`src/rtl/cmp_vector_gen_pkg.sv`:
```
// Shared types and constants for the comparator stimulus generator.
package cmp_pkg;
  typedef enum logic [1:0] {IDLE, DRIVE, DONE} state_t;

  localparam int VEC_W   = 5;
  localparam int ROM_LEN = 10;
  localparam int EXH_LEN = 32;

  // Directed vectors, {a,b,c,d,e} with a as the MSB.
  localparam logic [VEC_W-1:0] ROM_TABLE [ROM_LEN] = '{
    5'b00000, 5'b00001, 5'b00011, 5'b00111, 5'b01111,
    5'b11111, 5'b10000, 5'b10100, 5'b10101, 5'b10111
  };
endpackage

```
`src/rtl/cmp_vector_gen_if.sv`:
```
// Control, comparator-facing and status signals of the vector generator.
interface cmp_vector_gen_if;
  import cmp_pkg::*;

  logic                         start;
  logic                         mode;
  logic                         abort;
  logic                         a, b, c, d, e;
  logic                         z;
  logic                         busy;
  logic                         done;
  logic [$clog2(EXH_LEN)-1:0]   vec_idx;
  logic [EXH_LEN-1:0]           result;
  logic [5:0]                   ones_count;

  modport master (
    output start, mode, abort, z,
    input  a, b, c, d, e, busy, done, vec_idx, result, ones_count
  );

  modport slave (
    input  start, mode, abort, z,
    output a, b, c, d, e, busy, done, vec_idx, result, ones_count
  );
endinterface

```
`src/rtl/cmp_vector_gen_rom.sv`:
```
// Combinational lookup of the directed-vector table; out-of-range indices give zero.
module cmp_vector_rom
  import cmp_pkg::*;
(
  input  logic [3:0]       idx,
  output logic [VEC_W-1:0] vec
);
  always_comb begin
    vec = '0;
    if (idx < 4'(ROM_LEN)) vec = ROM_TABLE[idx];
  end
endmodule

```
`src/rtl/cmp_vector_gen.sv`:
```
// Drives comparator inputs from a ROM or exhaustive sequence, holds each vector
// for HOLD_CYCLES, samples z in the last cycle of the window and packs results.
module cmp_vector_gen
  import cmp_pkg::state_t, cmp_pkg::IDLE, cmp_pkg::DRIVE, cmp_pkg::DONE,
         cmp_pkg::VEC_W, cmp_pkg::EXH_LEN;
#(
  parameter int HOLD_CYCLES = 5,
  parameter int ROM_LEN     = 10
) (
  input  logic             clk,
  input  logic             rst_n,
  cmp_vector_gen_if.slave  bus
);
  localparam int HOLD_W = (HOLD_CYCLES > 1) ? $clog2(HOLD_CYCLES) : 1;
  localparam logic [HOLD_W-1:0] HOLD_LAST = HOLD_W'(HOLD_CYCLES - 1);

  state_t            state_reg;
  logic              mode_reg;
  logic [HOLD_W-1:0] hold_reg;
  logic [4:0]        idx_reg;
  logic [VEC_W-1:0]  vec_reg;
  logic              busy_reg;
  logic              done_reg;
  logic [31:0]       result_reg;
  logic [5:0]        ones_reg;

  logic [4:0]        next_idx;
  logic [4:0]        lookup_idx;
  logic [4:0]        last_idx;
  logic              mode_sel;
  logic [VEC_W-1:0]  rom_vec;
  logic [VEC_W-1:0]  next_vec;

  // In IDLE the next vector is vector 0 of the mode being requested.
  always_comb begin
    next_idx   = idx_reg + 5'd1;
    lookup_idx = (state_reg == IDLE) ? 5'd0 : next_idx;
    mode_sel   = (state_reg == IDLE) ? bus.mode : mode_reg;
    last_idx   = mode_reg ? 5'(EXH_LEN - 1) : 5'(ROM_LEN - 1);
    next_vec   = mode_sel ? VEC_W'(lookup_idx) : rom_vec;
  end

  cmp_vector_rom u_rom (
    .idx (lookup_idx[3:0]),
    .vec (rom_vec)
  );

  always_ff @(posedge clk) begin
    if (!rst_n) begin
      state_reg  <= IDLE;
      mode_reg   <= 1'b0;
      hold_reg   <= '0;
      idx_reg    <= '0;
      vec_reg    <= '0;
      busy_reg   <= 1'b0;
      done_reg   <= 1'b0;
      result_reg <= '0;
      ones_reg   <= '0;
    end else begin
      done_reg <= 1'b0;
      case (state_reg)
        IDLE: begin
          vec_reg <= '0;
          if (bus.start && !bus.abort) begin
            mode_reg   <= bus.mode;
            result_reg <= '0;
            ones_reg   <= '0;
            idx_reg    <= '0;
            vec_reg    <= next_vec;
            hold_reg   <= '0;
            busy_reg   <= 1'b1;
            state_reg  <= DRIVE;
          end
        end
        DRIVE: begin
          if (bus.abort) begin
            // The sample of the abort cycle is dropped on purpose.
            state_reg <= IDLE;
            busy_reg  <= 1'b0;
            vec_reg   <= '0;
          end else if (hold_reg == HOLD_LAST) begin
            result_reg[idx_reg] <= bus.z;
            ones_reg            <= ones_reg + 6'(bus.z);
            if (idx_reg == last_idx) begin
              state_reg <= DONE;
              busy_reg  <= 1'b0;
              vec_reg   <= '0;
            end else begin
              idx_reg  <= next_idx;
              vec_reg  <= next_vec;
              hold_reg <= '0;
            end
          end else begin
            hold_reg <= hold_reg + 1'b1;
          end
        end
        DONE: begin
          done_reg  <= 1'b1;
          state_reg <= IDLE;
        end
        default: state_reg <= IDLE;
      endcase
    end
  end

  assign {bus.a, bus.b, bus.c, bus.d, bus.e} = vec_reg;
  assign bus.busy       = busy_reg;
  assign bus.done       = done_reg;
  assign bus.vec_idx    = idx_reg;
  assign bus.result     = result_reg;
  assign bus.ones_count = ones_reg;
endmodule

```
`src/flat_wrapper.sv`:
```
// flat-port wrapper written by rule: the top's interface ports become plain ports
module cmp_vector_gen_flat import cmp_pkg::state_t, cmp_pkg::IDLE, cmp_pkg::DRIVE, cmp_pkg::DONE,
         cmp_pkg::VEC_W, cmp_pkg::EXH_LEN;
#(
  parameter int HOLD_CYCLES = 5,
  parameter int ROM_LEN     = 10
)
  (clk, rst_n, bus_start, bus_mode, bus_abort, bus_z, bus_a, bus_b, bus_c, bus_d, bus_e, bus_busy, bus_done, bus_vec_idx, bus_result, bus_ones_count);
  cmp_vector_gen_if bus_i ();
  input  logic clk;
  input  logic rst_n;
  input wire logic [$bits(bus_i.start)-1:0] bus_start;
  input wire logic [$bits(bus_i.mode)-1:0] bus_mode;
  input wire logic [$bits(bus_i.abort)-1:0] bus_abort;
  input wire logic [$bits(bus_i.z)-1:0] bus_z;
  output wire logic [$bits(bus_i.a)-1:0] bus_a;
  output wire logic [$bits(bus_i.b)-1:0] bus_b;
  output wire logic [$bits(bus_i.c)-1:0] bus_c;
  output wire logic [$bits(bus_i.d)-1:0] bus_d;
  output wire logic [$bits(bus_i.e)-1:0] bus_e;
  output wire logic [$bits(bus_i.busy)-1:0] bus_busy;
  output wire logic [$bits(bus_i.done)-1:0] bus_done;
  output wire logic [$bits(bus_i.vec_idx)-1:0] bus_vec_idx;
  output wire logic [$bits(bus_i.result)-1:0] bus_result;
  output wire logic [$bits(bus_i.ones_count)-1:0] bus_ones_count;
  assign bus_i.start = bus_start;
  assign bus_i.mode = bus_mode;
  assign bus_i.abort = bus_abort;
  assign bus_i.z = bus_z;
  assign bus_a = bus_i.a;
  assign bus_b = bus_i.b;
  assign bus_c = bus_i.c;
  assign bus_d = bus_i.d;
  assign bus_e = bus_i.e;
  assign bus_busy = bus_i.busy;
  assign bus_done = bus_i.done;
  assign bus_vec_idx = bus_i.vec_idx;
  assign bus_result = bus_i.result;
  assign bus_ones_count = bus_i.ones_count;
  cmp_vector_gen #(.HOLD_CYCLES(HOLD_CYCLES), .ROM_LEN(ROM_LEN)) u_core (.clk(clk), .rst_n(rst_n), .bus(bus_i));
endmodule
```
`config.mk`:
```
export PLATFORM = sky130hd
export DESIGN_NAME = cmp_vector_gen_flat
export DESIGN_NICKNAME = d
export VERILOG_FILES = /design/src/rtl/cmp_vector_gen_pkg.sv /design/src/rtl/cmp_vector_gen_if.sv /design/src/rtl/cmp_vector_gen_rom.sv /design/src/rtl/cmp_vector_gen.sv /design/src/flat_wrapper.sv
export SDC_FILE = /design/constraint.sdc
export NUM_CORES = 1
export LEC_CHECK = 0
export BUFFER_PORTS_ARGS = -buffer_cell sky130_fd_sc_hd__buf_2
export CAP_MARGIN = 40
export CORE_MARGIN = 1
export CORE_UTILIZATION = 40
export DETAILED_ROUTE_END_ITERATION = 8
export HOLD_SLACK_MARGIN = 0.12
export SETUP_SLACK_MARGIN = 0.5
export SLEW_MARGIN = 20
export SYNTH_ARGS = -nofsm -noshare
export SYNTH_HDL_FRONTEND = slang
export SYNTH_SLANG_ARGS = --single-unit
```
`constraint.sdc`:
```
create_clock -name clk -period 2.4 [get_ports clk]
set_clock_uncertainty 0.05 [all_clocks]
set_input_delay 0.72 -clock clk [delete_from_list [all_inputs] [get_ports clk]]
set_output_delay 0.72 -clock clk [all_outputs]
set_load 0.02 [all_outputs]
```
==> impl_results.md <==
* FF/Latch Area at about 1100 sq um
* Drc violations at 0
* FP Rows at 31
* Fill count at roughly 750
* Post-synth EDFFs at 0
* Die Ht at slightly below 90 microns
* Drt pass-1 iters at 4
* I/O pins at 56
* PortBufs at 55
* Share of post-route cells with drive strength above 1 at between 20% and 30%
* Core area at ~7000 sq um
* Max frequency at roughly 0.53 GHz
* Critical R2R Launch: u_core.bus.vec_idx[1]$_SDFFE_PN0P_
* CP Capture Type: register
* Worst-Skew Late Latency at between 0.3 and 0.4 ns
* Syn Inst Count at around 370
* Worst-Margin Slew at between 0.4 and 0.5 ns
* Crit Path Category: register to register
* TritonCTS Sinks at between 50 and 60
* Fraction of registers with async set or reset after synthesis at 0%
* #FFs+latches synth at 56
* Register area share after synthesis at a little under two fifths
* Worst Hold Depth at 2
* Multi-input logic area at roughly 1700 sq um
* Max-cap violations at 0
* Status: finished clean
* Detailed Route Iter0 Violations at approximately 150
* DRT met1 WL at between 3000 and 4000 microns
* Met3 Wirelength at 469 microns
* WL/cell at roughly 15 microns
* Slew margin rel. at approximately two thirds
* Mapped Area at slightly below 3000 sq um
* RSZ-0062 raised after global routing: yes
* H-tree Lvls at 2
* Max reg flops at 32
* Lkg Pwr at 1.497 nW
* Worst Hold End: u_core.vec_reg[1]$_SDFFE_PN0P_
* Starting density of the core at about two fifths
* Hold Violations, Final at 0
* Syn nets at between 300 and 400
* Period utilisation layout at around four fifths
* DR vias/cell at between 5 and 6
* DIE AREA at slightly below 8000 sq um
* RR Endpoint: u_core.vec_reg[4]$_SDFFE_PN0P_
* Mapped Avg Cell Area at between 8 and 9 sq um
* Fin Hold WS at between 0.4 and 0.5 ns
* Vias in the first global route at between 2k and 3k
* Clock root buffer: clkbuf_8
* Worst EP required at around 2.6 ns
* Yosys warns at 0
* Critical path fanouts, max at 10
* Worst Path Arrival at 2.05 ns
* Die Wd at 88.18 microns
* Dpl hpwl at 5354 microns
* GRT Resource Usage Total at 21.29%
* Initial antenna violation count at 0
* Total negative slack at 0 ns
* TritonCTS clock tree: yes
* Clk slew on worst S/H paths at roughly 0.1 ns
* Minimum clock period after layout at about 1.9 ns
* CTS buffer count at 5
* DR vias at 2838
* HP Start: u_core.vec_reg[1]$_SDFFE_PN0P_
* Reg2Reg Depth at 7
* Largest net degree at the start of global routing at 29
* Fin. max-slew vios at 0
* Final Setup Violations at 0
* Final Wtd Congestion at slightly above 0.8
* Syn-to-layout area delta at 17.78%
* Total gr overflow at 0
* P per Cell Area at 449.3 nW/um^2
* FF-to-FF setup slack at ~0.51 ns
* Worst Setup SP: u_core.bus.vec_idx[1]$_SDFFE_PN0P_
* Setup crit start kind: register
* Hold buffer count at cts at 0
* Antenna Diode Count at 0
* Post-Route WL at slightly below 8000 microns
* Top Metal Used: met4
* Antenna-violating nets left at 0
* Clk buf depth at 2
* Peak supply drop at 0.2227 mV
* First-pass GRT wire length at about 13000 microns
* HP Class: register to register
* Final nets at about 430
* Unique masters post-synth at 55
* Ys flop type: dfxtp_1
* Met2 wire len at between 3000 and 4000 microns
[synth_stat cells (all sizes together), types with 2 or more instances]
cell type | n | share of area, %
nand2 | 73 | 9.5
dfxtp | 56 | 38
o21ai | 38 | 6.5
and3 | 37 | 8.0
nor2 | 19 | 2.5
buf | 16 | 3.2
nand3 | 11 | 1.9
o211ai | 11 | 3.4
clkbuf | 10 | 1.3
ha | 9 | 3.8
a21oi | 8 | 1.3
o31ai | 8 | 2.2
nor2b | 7 | 1.6
inv | 6 | 0.76
xor2 | 6 | 1.8
nor3 | 5 | 0.84
a31oi | 4 | 0.84
mux2i | 4 | 1.3
nand3b | 4 | 1.0
nor3b | 4 | 1.0
o21a | 4 | 1.5
nand2b | 3 | 0.63
nand4 | 3 | 0.63
xnor2 | 3 | 0.88
or2 | 2 | 0.42
[critical path, stage by stage (launching register included)]
cell,delay (ns)
dfxtp_4,0.43
inv_1,0.10
ha_4,0.30
nand2b_1,0.13
a211oi_1,0.05
o31a_1,0.33
a2111oi_4,0.28
o21ai_0,0.11
[where the power goes]
part	internal, W	total, W	leakage [nW]	switching [W]
logic	0.0000365	0.000108	0.997	0.0000718
registers	0.000931	0.000938	0.455	0.00000655
clock network	0.000210	0.000526	0.0457	0.000316
[cells in the final DEF, fill, tap and decap left out, types with 2 or more instances in the layout]
master / n
nand3_1: 11
nor3_1: 5
o21a_1: 2
or2_2: 2
nor3b_1: 4
o21ai_1: 15
a21oi_1: 8
xor2_1: 6
nand2_2: 4
o211ai_4: 2
nor2b_1: 6
dfxtp_2: 2
nor2_1: 18
dfxtp_4: 3
inv_1: 5
mux2i_1: 4
buf_4: 13
nand2b_1: 3
xnor2_1: 3
o31ai_1: 7
ha_1: 7
nand4_1: 3
clkbuf_8: 5
buf_2: 55
o21ai_0: 22
nand3b_1: 4
and3_2: 5
o211ai_1: 9
o21a_4: 2
nand2_1: 69
dfxtp_1: 51
and3_1: 31
a31oi_1: 4
[cell families after synthesis]
| family | Yosys count | synth area share [%] |
|---|---|---|
| and+or+nand+nor | 176 | 30.75 |
| AOI/OAI and AO/OA | 82 | 18.45 |
| DFF | 56 | 37.74 |
| buffers and inverters | 32 | 5.265 |
| xor gates and xnor gates | 9 | 2.654 |
| adders and majority gates | 9 | 3.791 |
| muxes | 4 | 1.348 |
[layer usage]
| layer | track usage, % | vias up |
|---|---|---|
| met5 | 0 | - |
| met4 | 6.891 | 0 |
| met3 | 4.053 | 11 |
| met2 | 33.29 | 86 |
| met1 | 29.47 | 1342 |
| li1 | - | 1399 |
[worst max-delay path by stage]
stage | slack [ns] | cells past startpoint | to
after floorplan | 0.56 | 7 | u_core.vec_reg[4]$_SDFFE_PN0P_
after global placement | 0.13 | 7 | u_core.vec_reg[4]$_SDFFE_PN0P_
after detailed placement | 0.16 | 7 | u_core.vec_reg[4]$_SDFFE_PN0P_
after CTS | 0.49 | 7 | u_core.vec_reg[4]$_SDFFE_PN0P_
after global routing | 0.41 | 7 | u_core.vec_reg[4]$_SDFFE_PN0P_
final | 0.51 | 7 | u_core.vec_reg[4]$_SDFFE_PN0P_
[layout make-up]
class,instances,share of cell area [%]
Multi-Input combinational cell,280,49.79
Clock inverter,2,0.4292
Timing Repair Buffer,69,10.98
Clock buffer,6,2.074
Sequential cell,56,32.44
Inverter,6,0.7511
Tap cell,99,3.541
[metrics by stage]
step | utilization (%) | setup slack (ns) | std cells | cell area (sq um) | total power (W)
2_1_floorplan | - | 0.5561 | 368 | 2977 | 0.001035
3_3_place_gp | 46.06 | 0.1277 | 507 | 3323 | 0.001065
3_5_place_dp | 46.06 | 0.1637 | 507 | 3323 | 0.001066
4_1_cts | 48.18 | 0.4948 | 518 | 3476 | 0.001593
5_1_grt | 48.49 | 0.4060 | 518 | 3498 | 0.001642
6_report | 48.49 | 0.5135 | 518 | 3498 | 0.001572
[what timing repair did]
item | 4_1_cts | 5_1_grt
endpoints found under the setup margin | 13 | 33
setup buffers | 3 | 0
hold endpoints to repair | 0 | 0
cloned | 0 | 0
gates resized for setup | 10 | 7
(Power assumes the default switching activity.)
